**src/rtl/sum_sched_pkg.sv**
```systemverilog
// Shared types for the round-robin adder scheduler: FSM encoding, default widths, tag width.
// Pure declarations: no latency and no flow control.
package sum_sched_pkg;

    typedef enum logic [1:0] {
        ST_IDLE  = 2'd0,
        ST_RUN   = 2'd1,
        ST_DRAIN = 2'd2
    } state_t;

    localparam int DEF_N_REQ = 4;
    localparam int DEF_DW    = 4;
    localparam int DEF_LAT   = 2;

    // A single requester still needs a 1-bit tag so the port never collapses to zero width.
    function automatic int tag_w(input int n);
        return (n > 1) ? $clog2(n) : 1;
    endfunction

endpackage

```
**src/rtl/sum_rr_core.sv**
```systemverilog
// Rotate-priority picker with registered pointer; grant is combinational from req and state.
// Zero-latency grant; no backpressure, a requester simply holds req until it sees its gnt bit.
module sum_rr_core
    import sum_sched_pkg::*;
#(
    parameter int N_REQ = DEF_N_REQ,
    parameter int IDW   = tag_w(DEF_N_REQ)
) (
    input  logic             clk,
    input  logic             reset,
    input  logic             i_en,
    input  state_t           i_state,
    input  logic [N_REQ-1:0] i_req,
    output logic [N_REQ-1:0] o_gnt,
    output logic [IDW-1:0]   o_idx,
    output logic             o_take
);

    logic [IDW-1:0] r_ptr;
    logic [IDW-1:0] w_cand;
    logic           w_found;

    // N_REQ is a power of two, so IDW-bit addition wraps the scan back to index 0.
    always_comb begin
        w_found = 1'b0;
        o_idx   = '0;
        w_cand  = '0;
        for (int j = 0; j < N_REQ; j++) begin
            w_cand = r_ptr + IDW'(j);
            if (!w_found && i_req[w_cand]) begin
                w_found = 1'b1;
                o_idx   = w_cand;
            end
        end
    end

    always_comb begin
        o_take = w_found && (i_state == ST_RUN) && i_en;
        o_gnt  = '0;
        if (o_take) o_gnt[o_idx] = 1'b1;
    end

    always_ff @(posedge clk) begin
        if (reset) begin
            r_ptr <= '0;
        end else if (o_take) begin
            r_ptr <= o_idx + 1'b1;
        end
    end

endmodule

```
**src/rtl/sum_rr_sched.sv**
```systemverilog
// Round-robin share of one LAT-deep DW-bit adder; result and tag return LAT cycles after grant,
// one issue per cycle, no result backpressure. SUM_RR_STATS_EN adds per-requester grant counters.
module sum_rr_sched
    import sum_sched_pkg::*;
#(
    parameter  int N_REQ = DEF_N_REQ,
    parameter  int DW    = DEF_DW,
    parameter  int LAT   = DEF_LAT,
    localparam int IDW   = tag_w(N_REQ)
) (
    input  logic                clk,
    input  logic                reset,
    input  logic                en,
    input  logic [N_REQ-1:0]    req,
    input  logic [N_REQ*DW-1:0] dataA,
    input  logic [N_REQ*DW-1:0] dataB,
    output logic [N_REQ-1:0]    gnt,
    output logic                res_valid,
    output logic [IDW-1:0]      res_idx,
    output logic [DW-1:0]       res_sum,
    output logic                idle
`ifdef SUM_RR_STATS_EN
    ,
    output logic [N_REQ*16-1:0] gnt_cnt
`endif
);

    state_t         r_state;
    state_t         w_state_nxt;
    logic [IDW-1:0] w_idx;
    logic           w_issue;
    logic [DW-1:0]  w_a;
    logic [DW-1:0]  w_b;
    logic [DW-1:0]  w_sum;
    logic           w_busy_nxt;
    logic           w_any_vld;

    logic           r_vld [LAT];
    logic [DW-1:0]  r_sum [LAT];
    logic [IDW-1:0] r_tag [LAT];

    sum_rr_core #(
        .N_REQ (N_REQ),
        .IDW   (IDW)
    ) u_core (
        .clk     (clk),
        .reset   (reset),
        .i_en    (en),
        .i_state (r_state),
        .i_req   (req),
        .o_gnt   (gnt),
        .o_idx   (w_idx),
        .o_take  (w_issue)
    );

    assign w_a   = dataA[w_idx*DW +: DW];
    assign w_b   = dataB[w_idx*DW +: DW];
    assign w_sum = w_a + w_b;

    // Looks one edge ahead so the FSM reaches IDLE on the same edge the last result retires.
    always_comb begin
        w_busy_nxt = 1'b0;
        w_any_vld  = 1'b0;
        for (int i = 0; i < LAT - 1; i++) w_busy_nxt = w_busy_nxt | r_vld[i];
        for (int i = 0; i < LAT; i++)     w_any_vld  = w_any_vld | r_vld[i];
    end

    always_ff @(posedge clk) begin
        if (reset) r_state <= ST_IDLE;
        else       r_state <= w_state_nxt;
    end

    always_comb begin
        w_state_nxt = r_state;
        case (r_state)
            ST_IDLE:  if (en) w_state_nxt = ST_RUN;
            ST_RUN:   if (!en) w_state_nxt = ST_DRAIN;
            ST_DRAIN: begin
                if (en)               w_state_nxt = ST_RUN;
                else if (!w_busy_nxt) w_state_nxt = ST_IDLE;
            end
            default:  w_state_nxt = ST_IDLE;
        endcase
    end

    // Data only moves behind a valid bit, which is what keeps res_idx/res_sum stable between strobes.
    always_ff @(posedge clk) begin
        if (reset) begin
            for (int i = 0; i < LAT; i++) begin
                r_vld[i] <= 1'b0;
                r_sum[i] <= '0;
                r_tag[i] <= '0;
            end
        end else begin
            r_vld[0] <= w_issue;
            if (w_issue) begin
                r_sum[0] <= w_sum;
                r_tag[0] <= w_idx;
            end
            for (int i = 1; i < LAT; i++) begin
                r_vld[i] <= r_vld[i-1];
                if (r_vld[i-1]) begin
                    r_sum[i] <= r_sum[i-1];
                    r_tag[i] <= r_tag[i-1];
                end
            end
        end
    end

    assign res_valid = r_vld[LAT-1];
    assign res_sum   = r_sum[LAT-1];
    assign res_idx   = r_tag[LAT-1];
    assign idle      = (r_state == ST_IDLE) && !w_any_vld;

`ifdef SUM_RR_STATS_EN
    logic [15:0] r_cnt [N_REQ];

    always_ff @(posedge clk) begin
        if (reset) begin
            for (int i = 0; i < N_REQ; i++) r_cnt[i] <= '0;
        end else begin
            for (int i = 0; i < N_REQ; i++) begin
                if (gnt[i] && (r_cnt[i] != 16'hFFFF)) r_cnt[i] <= r_cnt[i] + 16'd1;
            end
        end
    end

    always_comb begin
        gnt_cnt = '0;
        for (int i = 0; i < N_REQ; i++) gnt_cnt[i*16 +: 16] = r_cnt[i];
    end
`endif

endmodule

```
**config.mk**
```make
export PLATFORM = sky130hd
export DESIGN_NAME = sum_rr_sched
export DESIGN_NICKNAME = d
export VERILOG_FILES = /design/src/rtl/sum_sched_pkg.sv /design/src/rtl/sum_rr_core.sv /design/src/rtl/sum_rr_sched.sv
export SDC_FILE = /design/constraint.sdc
export NUM_CORES = 1
export LEC_CHECK = 0
export BUFFER_PORTS_ARGS = -buffer_cell sky130_fd_sc_hd__buf_2
export CORE_MARGIN = 4
export CORE_UTILIZATION = 42
export DETAILED_ROUTE_END_ITERATION = 8
export PLACE_DENSITY = 0.75
export RECOVER_POWER = 50
export SYNTH_ARGS = -nofsm -noshare
export SYNTH_HDL_FRONTEND = slang
export SYNTH_HIERARCHICAL = 1
export SYNTH_SLANG_ARGS = --single-unit
export TNS_END_PERCENT = 100
```
**constraint.sdc**
```tcl
create_clock -name clk -period 3.07 [get_ports clk]
set_input_delay 0.614 -clock clk [delete_from_list [all_inputs] [get_ports clk]]
set_output_delay 0.614 -clock clk [all_outputs]
set_load 0.02 [all_outputs]
```
; ---- Word-level counts from Yosys, hierarchy flattened
; Memories as Yosys holds them, arrays and structs flattened.
; Index checks and enable logic that the tools add are counted.
[classes]
reduce_logical = 13
bitwise_logic = 7
eq_ne = 5
order_cmp = 6
shifts = 2
n_addsub = 5
n_mul = 0
n_div = 0
muxes = 39
[op_table]
columns = op, count
row1 = 16-bit by 5-bit indexed part select with 4-bit output, 2
row2 = 1-bit 2-to-1 mux, 20
row3 = 2-bit 2-to-1 mux, 10
row4 = "2-bit by 3-bit less-than comparator with 1-bit output, second input constant", 5
row5 = 4-bit 2-to-1 mux, 3
row6 = 1-bit binary-select mux with 2-bit select, 4
row7 = 1-bit logical AND, 7
row8 = 1-bit OR, 7
row9 = 2-bit case mux with 3 select lines, 1
row10 = "2-bit by 1-bit adder with 2-bit output, second input constant", 2
row11 = "2-bit adder, second input constant", 2
row12 = 4-bit adder, 1
row13 = 1-bit zero test, 4
row14 = "2-bit != test, second input constant", 2
row15 = "3-bit != test, second input constant", 1
row16 = 3-bit AND reduction, 1
row17 = 1-bit demux with 2-bit select, 1
row18 = "2-bit by 1-bit == test with 1-bit output, second input constant", 1
row19 = "2-bit == test, second input constant", 1
row20 = "2-bit by 1-bit >= comparator with 1-bit output, second input constant", 1
row21 = 2-bit zero test, 1
[word_totals]
latch_bits = 0
mem_bits_rw = 14
word_cells = 82
regBits = 4
in_bits = 39
rom_bits = 0
n_memories = 3
output_inout_bits = 12
[mem_list]
columns = memory, depth, word_bits, rd, rd_ports_with_merged_regs, write_ports, line_no
row1 = r_sum, 2, 4, 2, 0, 2, sum_rr_sched.sv:39  ; logic [DW-1:0] r_sum [LAT];
row2 = r_tag, 2, 2, 2, 0, 2, sum_rr_sched.sv:40  ; logic [IDW-1:0] r_tag [LAT];
row3 = r_vld, 2, 1, 2, 0, 2, sum_rr_sched.sv:38  ; logic r_vld [LAT];

; ---- Logic depth before layout (Yosys ltp)
; Gate-level depths: netlist (run 1).
[depth]
ltp_word = 18
ltp_mapped = 11
mapped_depth_nobuf = 10

; ---- Cells and area by module
; Netlist (run 1), hierarchy kept.
[modules_own_cells]
columns = mod, instances, area_per_inst_um2, cells_each, seq_area_each_um2
row1 = sum_rr_sched, 1, 959.7, 65, 440.4
row2 = sum_rr_core, 1, 216.5, 30, 40.0

; ---- Worst setup path after synthesis (run 1)
; No wires, ideal clock.
[synth_path]
path_kind = input to register
startpoint = input port req[2]
endpoint = memory r_sum[0][3] (netlist name), data pin
t_required_ps = 2815
slack_ps = -237
stages = 11
setup_time_ps = 255
arrival_time_ps = 3052
n_path_buf = 1
path_cell_list = mux2_1 > nand2_1 > o221ai_2 > nor2_1 > buf_6 > mux4_1 > ha_1 > a21o_1 > a21oi_1 > xnor3_1 > and2_1
[synth_lines]
columns = item, line_no
row1 = from (decl), sum_rr_sched.sv:14  ; input logic [N_REQ-1:0] req,
row2 = to (decl), sum_rr_sched.sv:39

==> flow_summary_export.csv, run 1 <==
group,metric,value,unit
critical_path,worstPathRequired,3.14,ns
critical_path,worstPathCellList,"buf_2, mux2_1, nand2_1, o221ai_2, nor2_1, buf_4, mux4_1, ha_1, a21o_1, a21oi_2, xnor3_1, and2_1",
place,place.gp.congestion,0.764,
clock_network,cts_setup_buffers,0,
clock_network,clk_pin_slew,0.11,ns
sta,fin_crit,2.94,ns
critical_path,critPathLaunchType,"input port",
routing,vias,934,
place,dp_cells,179,
job,cap_violations,0,
final_layout,diodes,0,
global_route,grt_pass1_vias,977,
synth,synth_ff_type,"edfxtp_1",
worst_hold_path,hp-class,"input port to flop",
final_layout,areaGrowthSynthToFinish,28.0,%
place,port_buffers,50,
sta,fin_ws,0.129,ns
critical_path,slowest_delay,0.58,ns
synth,netlist_area,1180,sq um
clock_network,cts_max_level,1,
final_layout,fin_cells,183,
synth,ys_seq_area_share,40.9,%
routing,first_pass_iters,4,
outcome,outcome,"completed",
global_route,grt_pass1_wl,3940,um
die,ios,51,
synth,synth_fp_nets,138,
worst_hold_path,holdPathEnd,"r_state[1]",
global_route,grt_usage,14.8,%
global_route,grt-ovfl-total,0,
clock_network,clk_latency,0.30,ns
die,die_width,60.9,um
sta,rsz0062_at_grt,"no",
global_route,grt_max_degree,12,
routing,routed_wl,2480,um
synth,ys_warn_count,6,
synth,syn_inst,95,
sta,max_freq,340,MHz
critical_path,worstPathArrival,3.01,ns
routing,via_per_inst,5.10,
worst_hold_path,worstHoldStart,"en",
clock_network,clkSinkCount,18,
pwr,power,0.592,mW
clock_network,cts.path.max_buffers,2,
final_layout,final_cell_mix,"41 x buf_2, 12 x buf_4, 12 x edfxtp_1",
routing,wl_per_cell,13.5,um
synth,yosys_register_bits,18,
sta,whs,0.501,ns
critical_path,crit_fanout,8,
die,dieArea,3710,sq um
die,row_count,18,
routing,dr.first_iter.drc_count,42,
final_layout,fin_nets,197,
pwr,p_leak,0.678,nW
sta,drv_slew,0,
routing,postRouteAntennaNets,0,
pwr,p_per_area,393,nW/um^2
final_layout,final_layout_size_suffix_gt1_share,43.8,%
critical_path,rr_worst_depth,11,
global_route,antenna_found_initial,0,
critical_path,reg2reg_slack,0.18,ns
sta,worstMarginPinSlew,0.514,ns
die,core_area,2570,sq um
critical_path,cp_slowest_cell,"mux4_1",
synth,synth-async-reset-ratio,0,%
clock_network,root_buffer,"clkbuf_4",
synth,synth_edf_count,12,
place,dpl.hpwl,2020,um
sta,final-hold-violation-count,0,
synth,yosysUniqueCellTypes,34,
worst_hold_path,hold-path-cell-count,2,
critical_path,r2r_start,"u_core/r_ptr[1]",
final_layout,final_common_cell,"buf_2",
pwr,vdd_ir_drop_max,237,uV
critical_path,critPathKind,"input port to flop",
synth,syn_avg_cell_area,12.4,sq um
clock_network,cts_tree,"done",
sta,timing.final.crit_share,95.8,%
place,place_ws,-0.192,ns
sta,setup_viol,0,
critical_path,rr_endpoint,"r_sum[0][3]",
critical_path,cp-end-kind,"flop",
sta,finalSetupTns,0,ns
sta,slew-limit-headroom,65.6,%
sta,clock_skew,0.00693,ns
die,start_util,45.8,%
routing,route.detailed.drc,0,
die,fp.dieH,60.9,um
clock_network,cts_buffers,3,
[critical path, delay by kind of cell]
| kind | cells | cell delay, ns |
|---|---|---|
| AND/OR/NAND/NOR | 3 | 0.36 |
| XOR/XNOR | 1 | 0.21 |
| adder cells (fa/ha/maj) | 1 | 0.25 |
| AO/OA/AOI/OAI | 3 | 0.40 |
| multiplexers | 2 | 0.88 |
| buffers and inverters | 2 | 0.30 |
[cells in the mapped netlist (2+ instances only)]
cell type,instances,area share [%]
nor3_1,2,0.85
buf_4,6,3.8
nor2b_1,3,1.6
ha_1,3,3.2
xnor2_1,2,1.5
edfxtp_1,12,31
a21oi_1,3,1.3
nor2_1,8,2.6
or2_2,2,1.1
mux4_1,7,16
nor4_1,2,1.1
inv_1,5,1.6
nand2_1,4,1.3
and2_1,11,5.9
dfxtp_1,6,10
[registers in the layout, indices dropped and copies added (netlist names)]
| name | cells |
|---|---|
| r_tag | 4 |
| r_state | 2 |
| u_core/r_ptr | 2 |
| r_sum | 8 |
| r_vld | 2 |
[metal layers]
metal	vias up	global-route usage, %	wire length [um]
met2	49	28.2	1240
li1	462	-	-
met5	-	0	0
met1	419	14.8	932
met4	0	9.29	61
met3	4	2.13	243
[stage by stage]
stage / utilization, % / cell area, sq um
5_1_grt: 58.6 / 1510
6_report: 58.6 / 1510
4_1_cts: 59.2 / 1520
3_5_place_dp: 58.1 / 1490
3_3_place_gp: 58.1 / 1490
2_1_floorplan: - / 1170
[area by class of cell]
class,count,area (sq um)
Multi-Input combinational cell,63,609
Clock buffer,3,22.5
Tap cell,30,37.5
Timing Repair Buffer,63,333
Sequential cell,18,480
Clock inverter,1,3.75
Inverter,5,18.8
Fill cell,244,1060
[cell families (layout without fill, tap and decap cells)]
| logic type | after synthesis | count (layout) | synth area share (%) |
|---|---|---|---|
| AND/OR/NAND/NOR | 35 | 35 | 16.3 |
| flip-flops | 18 | 18 | 40.9 |
| buffers and inverters | 14 | 72 | 7.13 |
| AO/OA/AOI/OAI | 11 | 11 | 8.09 |
| multiplexers | 10 | 10 | 19.4 |
| adder cells (fa/ha/maj) | 4 | 4 | 4.89 |
| XOR/XNOR | 3 | 3 | 3.40 |
[worst max path at each step]
stage | start | to | slack [ns] | cells past startpoint
after floorplan | req[2] | r_sum[0][3] | 0.01 | 11
after global placement | req[2] | r_sum[0][3] | -0.13 | 12
after detailed placement | req[2] | r_sum[0][3] | -0.19 | 12
after CTS | req[2] | r_sum[0][3] | 0.12 | 12
after global routing | req[2] | r_sum[0][3] | 0.008 | 12
final | req[2] | r_sum[0][3] | 0.13 | 12
[report_power, final]
part | internal (mW) | total (mW) | switching, mW
clock | 0.0474 | 0.122 | 0.0749
combinational | 0.109 | 0.193 | 0.0838
sequential | 0.272 | 0.277 | 0.00465
total | 0.428 | 0.592 | 0.163
[timing repair]
action                                  4_1_cts  5_1_grt
endpoints found under the setup margin        0        1
endpoints found under the hold margin         0        0
hold buffers                                  0        0
resized for setup                             0        1
Note: power is estimated with default switching activity, not from simulation.
==> inputs of run 2 (changes only) <==
--- a/config.mk
+++ b/config.mk
@@ -8,6 +8,7 @@
 export BUFFER_PORTS_ARGS = -buffer_cell sky130_fd_sc_hd__buf_2
 export CORE_MARGIN = 4
 export CORE_UTILIZATION = 42
+export CTS_BUF_LIST = sky130_fd_sc_hd__clkbuf_16
 export DETAILED_ROUTE_END_ITERATION = 8
 export PLACE_DENSITY = 0.75
 export RECOVER_POWER = 50
==> run 2 against run 1 <==
Combinational power up 4%. Clock skew is 0.0039 ns lower. Power up 24%. Sequential share of layout area down 1.5 points. Fmax is 0.68% lower. Via count rose by 2.8%. Core utilization is 2.9 points higher. Global-route usage did not move. First-iteration DRC count fell by 9.5%. Die area stayed put. Critical endpoint is now r_sum[0][2]. Largest cell class unchanged. Highest routed layer unchanged.
==> flow_summary_export.csv, run 2 (same netlist as run 1, synthesis figures left out) <==
group,metric,value,unit
sta,final-hold-violation-count,0,
place,port_buffers,50,
routing,dr.first_iter.drc_count,38,
critical_path,r2r_start,"u_core/r_ptr[1]",
critical_path,critPathKind,"input port to flop",
critical_path,worstPathRequired,3.07,ns
final_layout,largest_register_ffs,8,
final_layout,final_common_cell,"buf_2",
place,dp_cells,179,
die,dieArea,3710,sq um
final_layout,diodes,0,
routing,vias,960,
critical_path,rr_worst_depth,12,
worst_hold_path,hp-class,"flop to flop",
die,fp.dieH,60.9,um
critical_path,rr_endpoint,"r_sum[0][2]",
sta,slew-limit-headroom,66.6,%
place,place.gp.congestion,0.764,
pwr,p_per_area,466,nW/um^2
critical_path,path_depth,12,
critical_path,crit_fanout,8,
sta,rsz0062_at_grt,"no",
sta,max_freq,338,MHz
clock_network,cts_max_level,1,
die,start_util,45.8,%
clock_network,cts_tree,"done",
clock_network,root_buffer,"clkbuf_16",
clock_network,clk_latency,0.25,ns
routing,postRouteAntennaNets,0,
sta,clock_skew,0.00302,ns
critical_path,path_buf_inv,4,
critical_path,reg2reg_slack,0.18,ns
sta,finalSetupTns,0,ns
clock_network,cts_buffers,3,
global_route,grt_max_degree,12,
routing,route.detailed.drc,0,
routing,routed_wl,2470,um
sta,setup_viol,0,
clock_network,clkSinkCount,18,
global_route,grt-ovfl-total,0,
routing,wl_per_cell,13.4,um
pwr,p_leak,0.708,nW
critical_path,slowest_delay,0.55,ns
final_layout,post-route-util,61.5,%
die,die_width,60.9,um
job,cap_violations,0,
clock_network,holdBufCountCts,0,
critical_path,crit_end,"r_sum[0][2]",
final_layout,final_cell_mix,"42 x buf_2, 12 x buf_4, 12 x edfxtp_1",
final_layout,fin_cells,184,
routing,first_pass_iters,4,
final_layout,final_layout_size_suffix_gt1_share,45.5,%
final_layout,fin_nets,198,
global_route,grt_pass1_vias,986,
critical_path,worstPathCellList,"buf_2, mux2_1, nand2_1, o221ai_2, nor2_1, buf_6, mux4_2, buf_4, buf_4, fa_1, xnor2_1, nor3_1",
global_route,grt_usage,14.8,%
critical_path,worstPathArrival,2.96,ns
die,core_area,2570,sq um
clock_network,cts.path.max_buffers,2,
critical_path,cp_top_family,"multiplexers",
final_layout,areaGrowthSynthToFinish,34.3,%
clock_network,clk_pin_slew,0.05,ns
outcome,outcome,"completed",
pwr,vdd_ir_drop_max,363,uV
sta,fin_crit,2.96,ns
sta,timing.final.crit_share,96.5,%
critical_path,critPathLaunchType,"input port",
final_layout,fillers,226,
sta,worstMarginPinSlew,0.500,ns
final_layout,reg.largest.list,"r_sum x8, r_tag x4",
global_route,grt_pass1_wl,3960,um
place,dpl.hpwl,2020,um
critical_path,cp-end-kind,"flop",
sta,whs,0.524,ns
die,ios,51,
global_route,antenna_found_initial,0,
critical_path,path_common_cell,"buf_4",
die,row_count,18,
routing,via_per_inst,5.22,
critical_path,cp_slowest_cell,"mux4_2",
final_layout,top_register,"r_sum",
critical_path,crit_start,"req[2]",
sta,drv_slew,0,
==> run 2: cell count changes in the layout (fill, tap and decap cells not counted) <==
| cell | delta |
|---|---|
| a2bb2oi_2 | -1 |
| ha_1 | -2 |
| clkbuf_4 | -3 |
| clkbuf_1 | -1 |
| clkbuf_16 | +3 |
| a2bb2oi_1 | +1 |
| ha_2 | +1 |
| buf_2 | +1 |
| buf_6 | +1 |
| ha_4 | +1 |
==> run 2: layout make-up <==
cell class	instances	area [sq um]	area share, %
flip-flops and latches	18	480	30.4
clock buffers	3	75.1	4.75
well taps	30	37.5	2.38
multi-input cells	63	618	39.1
repair buffers	64	345	21.9
clock inverters	1	3.75	0.238
inverters	5	18.8	1.19
==> run 2: stage by stage <==
stage               total power [mW]  setup slack (ns)  cell area, sq um
global route                   0.768            0.0107              1580
detailed placement             0.479            -0.192              1490
global placement               0.469            -0.125              1490
floorplan                      0.408            0.0107              1170
CTS                            0.737            0.0586              1570
finish                         0.735             0.109              1580
==> run 2: report_power, final <==
part	total [mW]	switching, mW	internal (mW)
clock network	0.257	0.0838	0.173
registers	0.277	0.00470	0.273
logic	0.201	0.0862	0.115
==> run 2: layer usage <==
metal  share of wire [%]  track usage, %  up-vias
met4                 2.4            8.36        0
met1                  37            14.7      432
met2                  50            28.9       57
met5                   0               0        -
met3                  10            2.13        8
li1                    -               -      463
==> run 2: what timing repair did <==
item	in CTS	in global routing
setup buffers	0	1
gates resized for setup	0	3
setup endpoints to repair	0	1
==> run 2: worst min path at each step <==
stage	startpoint	end	cells past startpoint
after floorplan	r_vld[0][0]	r_vld[0][1]	1
after detailed placement	r_sum[0][2]	r_sum[0][6]	1
after CTS	r_sum[0][2]	r_sum[0][6]	1
after global routing	r_sum[0][2]	r_sum[0][6]	1
final	r_sum[0][2]	r_sum[0][6]	1
after global placement	r_vld[0][0]	r_vld[0][1]	1
==> inputs of run 3 (changes only) <==
--- a/config.mk
+++ b/config.mk
@@ -7,10 +7,9 @@
 export LEC_CHECK = 0
 export BUFFER_PORTS_ARGS = -buffer_cell sky130_fd_sc_hd__buf_2
 export CORE_MARGIN = 4
-export CORE_UTILIZATION = 42
+export CORE_UTILIZATION = 33
 export CTS_BUF_LIST = sky130_fd_sc_hd__clkbuf_16
 export DETAILED_ROUTE_END_ITERATION = 8
-export PLACE_DENSITY = 0.75
 export RECOVER_POWER = 50
 export SYNTH_ARGS = -nofsm -noshare
 export SYNTH_HDL_FRONTEND = slang
==> run 3 against run 2 <==
First-iteration DRC count decreased by 50%. Fmax grew 1.5%. Register-to-register slack improved by 0.05 ns.
==> flow_summary_export.csv, run 3 (same netlist as run 1, synthesis figures left out) <==
group,metric,value,unit
clock_network,clk_pin_slew,0.05,ns
die,fp.dieH,67.7,um
critical_path,worstPathRequired,3.08,ns
sta,rsz0062_at_grt,"no",
global_route,grt_max_degree,12,
die,dieArea,4580,sq um
critical_path,critPathKind,"input port to flop",
final_layout,areaGrowthSynthToFinish,37.2,%
pwr,comb_power_share,26.9,%
routing,top_layer_used,"met4",
worst_hold_path,worstHoldStart,"r_vld[0][0]",
final_layout,reg.largest.list,"r_sum x8, r_tag x4",
final_layout,multi_input_area,616,sq um
die,die_width,67.7,um
sta,worstMarginPinSlew,0.662,ns
pwr,power.net_switching,0.178,mW
clock_network,cts_max_level,1,
die,row_count,21,
final_layout,fillers,344,
critical_path,slowest_delay,0.55,ns
clock_network,cts.path.max_buffers,2,
worst_hold_path,hp-class,"flop to flop",
global_route,grt_pass1_wl,3710,um
pwr,p_per_area,458,nW/um^2
die,start_util,34.7,%
global_route,grt_usage,10.9,%
die,ios,51,
pwr,switching_share,24.0,%
place,place.gp.congestion,0.804,
final_layout,final_cell_mix,"41 x buf_2, 15 x buf_4, 12 x edfxtp_1",
critical_path,worstPathCellList,"buf_2, mux2_1, nand2_1, o221ai_2, nor2_1, buf_6, mux4_2, ha_4, a21o_1, a21oi_2, xnor3_1, and2_1",
critical_path,crit_start,"req[2]",
critical_path,path_buf_inv,2,
critical_path,r2r_start,"u_core/r_ptr[1]",
routing,postRouteAntennaNets,0,
final_layout,post-route-util,47.6,%
pwr,vdd_ir_drop_max,170,uV
sta,setup_viol,0,
die,core_area,3390,sq um
routing,vias,929,
sta,clock_skew,0.000814,ns
routing,wl_met1,941,um
global_route,antenna_found_initial,0,
clock_network,clkSinkCount,18,
sta,max_freq,343,MHz
critical_path,critPathLaunchType,"input port",
sta,final-hold-violation-count,0,
place,postPlaceCellArea,1530,sq um
clock_network,root_buffer,"clkbuf_16",
routing,wl_met2,991,um
pwr,internal_power,0.561,mW
clock_network,cts_tree,"done",
global_route,grt_pass1_vias,890,
sta,timing.final.crit_share,95.0,%
clock_network,cts_buffers,3,
outcome,outcome,"completed",
routing,route.detailed.drc,0,
critical_path,cp_slowest_cell,"mux4_2",
final_layout,largest_register_ffs,8,
pwr,p_leak,0.711,nW
routing,routed_wl,2220,um
routing,wl_per_cell,11.0,um
clock_network,holdBufCountCts,0,
pwr,seq_power_share,37.5,%
place,dpl.hpwl,1850,um
pwr,clockPowerShare,35.6,%
routing,first_pass_iters,2,
job,cap_violations,0,
place,port_buffers,50,
critical_path,cp_top_family,"multiplexers",
routing,via_per_inst,4.60,
sta,fin_crit,2.92,ns
final_layout,design_area,1610,sq um
critical_path,crit_fanout,8,
final_layout,final_layout_size_suffix_gt1_share,48.1,%
final_layout,diodes,0,
critical_path,cp-end-kind,"flop",
sta,slew-limit-headroom,55.5,%
clock_network,clk_latency,0.25,ns
routing,dr.first_iter.drc_count,19,
pwr,power,0.739,mW
sta,drv_slew,0,
global_route,grt-ovfl-total,0,
final_layout,seqCellArea,480,sq um
critical_path,worstPathArrival,2.92,ns
routing,route.met3.wl,238,um
final_layout,final_common_cell,"buf_2",
final_layout,top_register,"r_sum",
final_layout,fin_nets,200,
-- run 3: layout make-up --
cell class                 instances  share of cell area, %
multi-input combinational         63                   38.1
sequential                        18                   29.8
timing repair buffer              66                   22.5
clock buffer                       3                   4.65
tap                               46                   3.57
inverter                           5                   1.16
clock inverter                     1                  0.233
-- run 3: timing repair --
item / 4_1_cts / 5_1_grt
setup endpoints to repair: 0 / 1
endpoints found under the hold margin: 0 / 0
gates resized for setup: 0 / 6
buffers inserted: 0 / 1
-- run 3: metal layers --
metal | vias up | GRT usage, %
met5 | - | 0
met2 | 44 | 18.0
met1 | 419 | 12.8
li1 | 462 | -
met4 | 0 | 6.08
met3 | 4 | 2.83
-- run 3: power by group through the flow --
stage	registers [mW]	logic, mW	clock network, mW
2_1_floorplan	0.282	0.126	0
3_3_place_gp	0.281	0.192	0
3_5_place_dp	0.282	0.196	0
4_1_cts	0.277	0.196	0.266
5_1_grt	0.278	0.223	0.278
6_report	0.277	0.199	0.263
-- run 3: final timing paths --
check,endpoint,slack [ns],cells past startpoint
worst max register to register,r_sum[0][3],0.23,12
worst min register to register,r_vld[0][1],0.51,1
worst max-delay path,r_sum[0][3],0.15,12
worst min-delay path,r_vld[0][1],0.51,1
-- run 3: worst reg2reg max path: stages, from the launching register on --
cell and delay [ns]:
dfxtp_1 0.35, buf_4 0.15, inv_1 0.04, a2bb2oi_1 0.16, o221ai_2 0.13, nor2_1 0.13
buf_6 0.16, mux4_2 0.55, ha_4 0.25, a21o_1 0.16, a21oi_2 0.14, xnor3_1 0.21
and2_1 0.16
-- run 3: through the flow --
step | hold WS [ns] | cells | TNS [ns] | worst slack [ns]
5_1_grt | 0.535 | 202 | 0 | 0.00303
6_report | 0.506 | 202 | 0 | 0.154
2_1_floorplan | 0.473 | 95 | 0 | 0.0107
3_5_place_dp | 0.503 | 197 | -0.324 | -0.183
3_3_place_gp | 0.497 | 197 | -0.237 | -0.136
4_1_cts | 0.513 | 201 | 0 | 0.0935
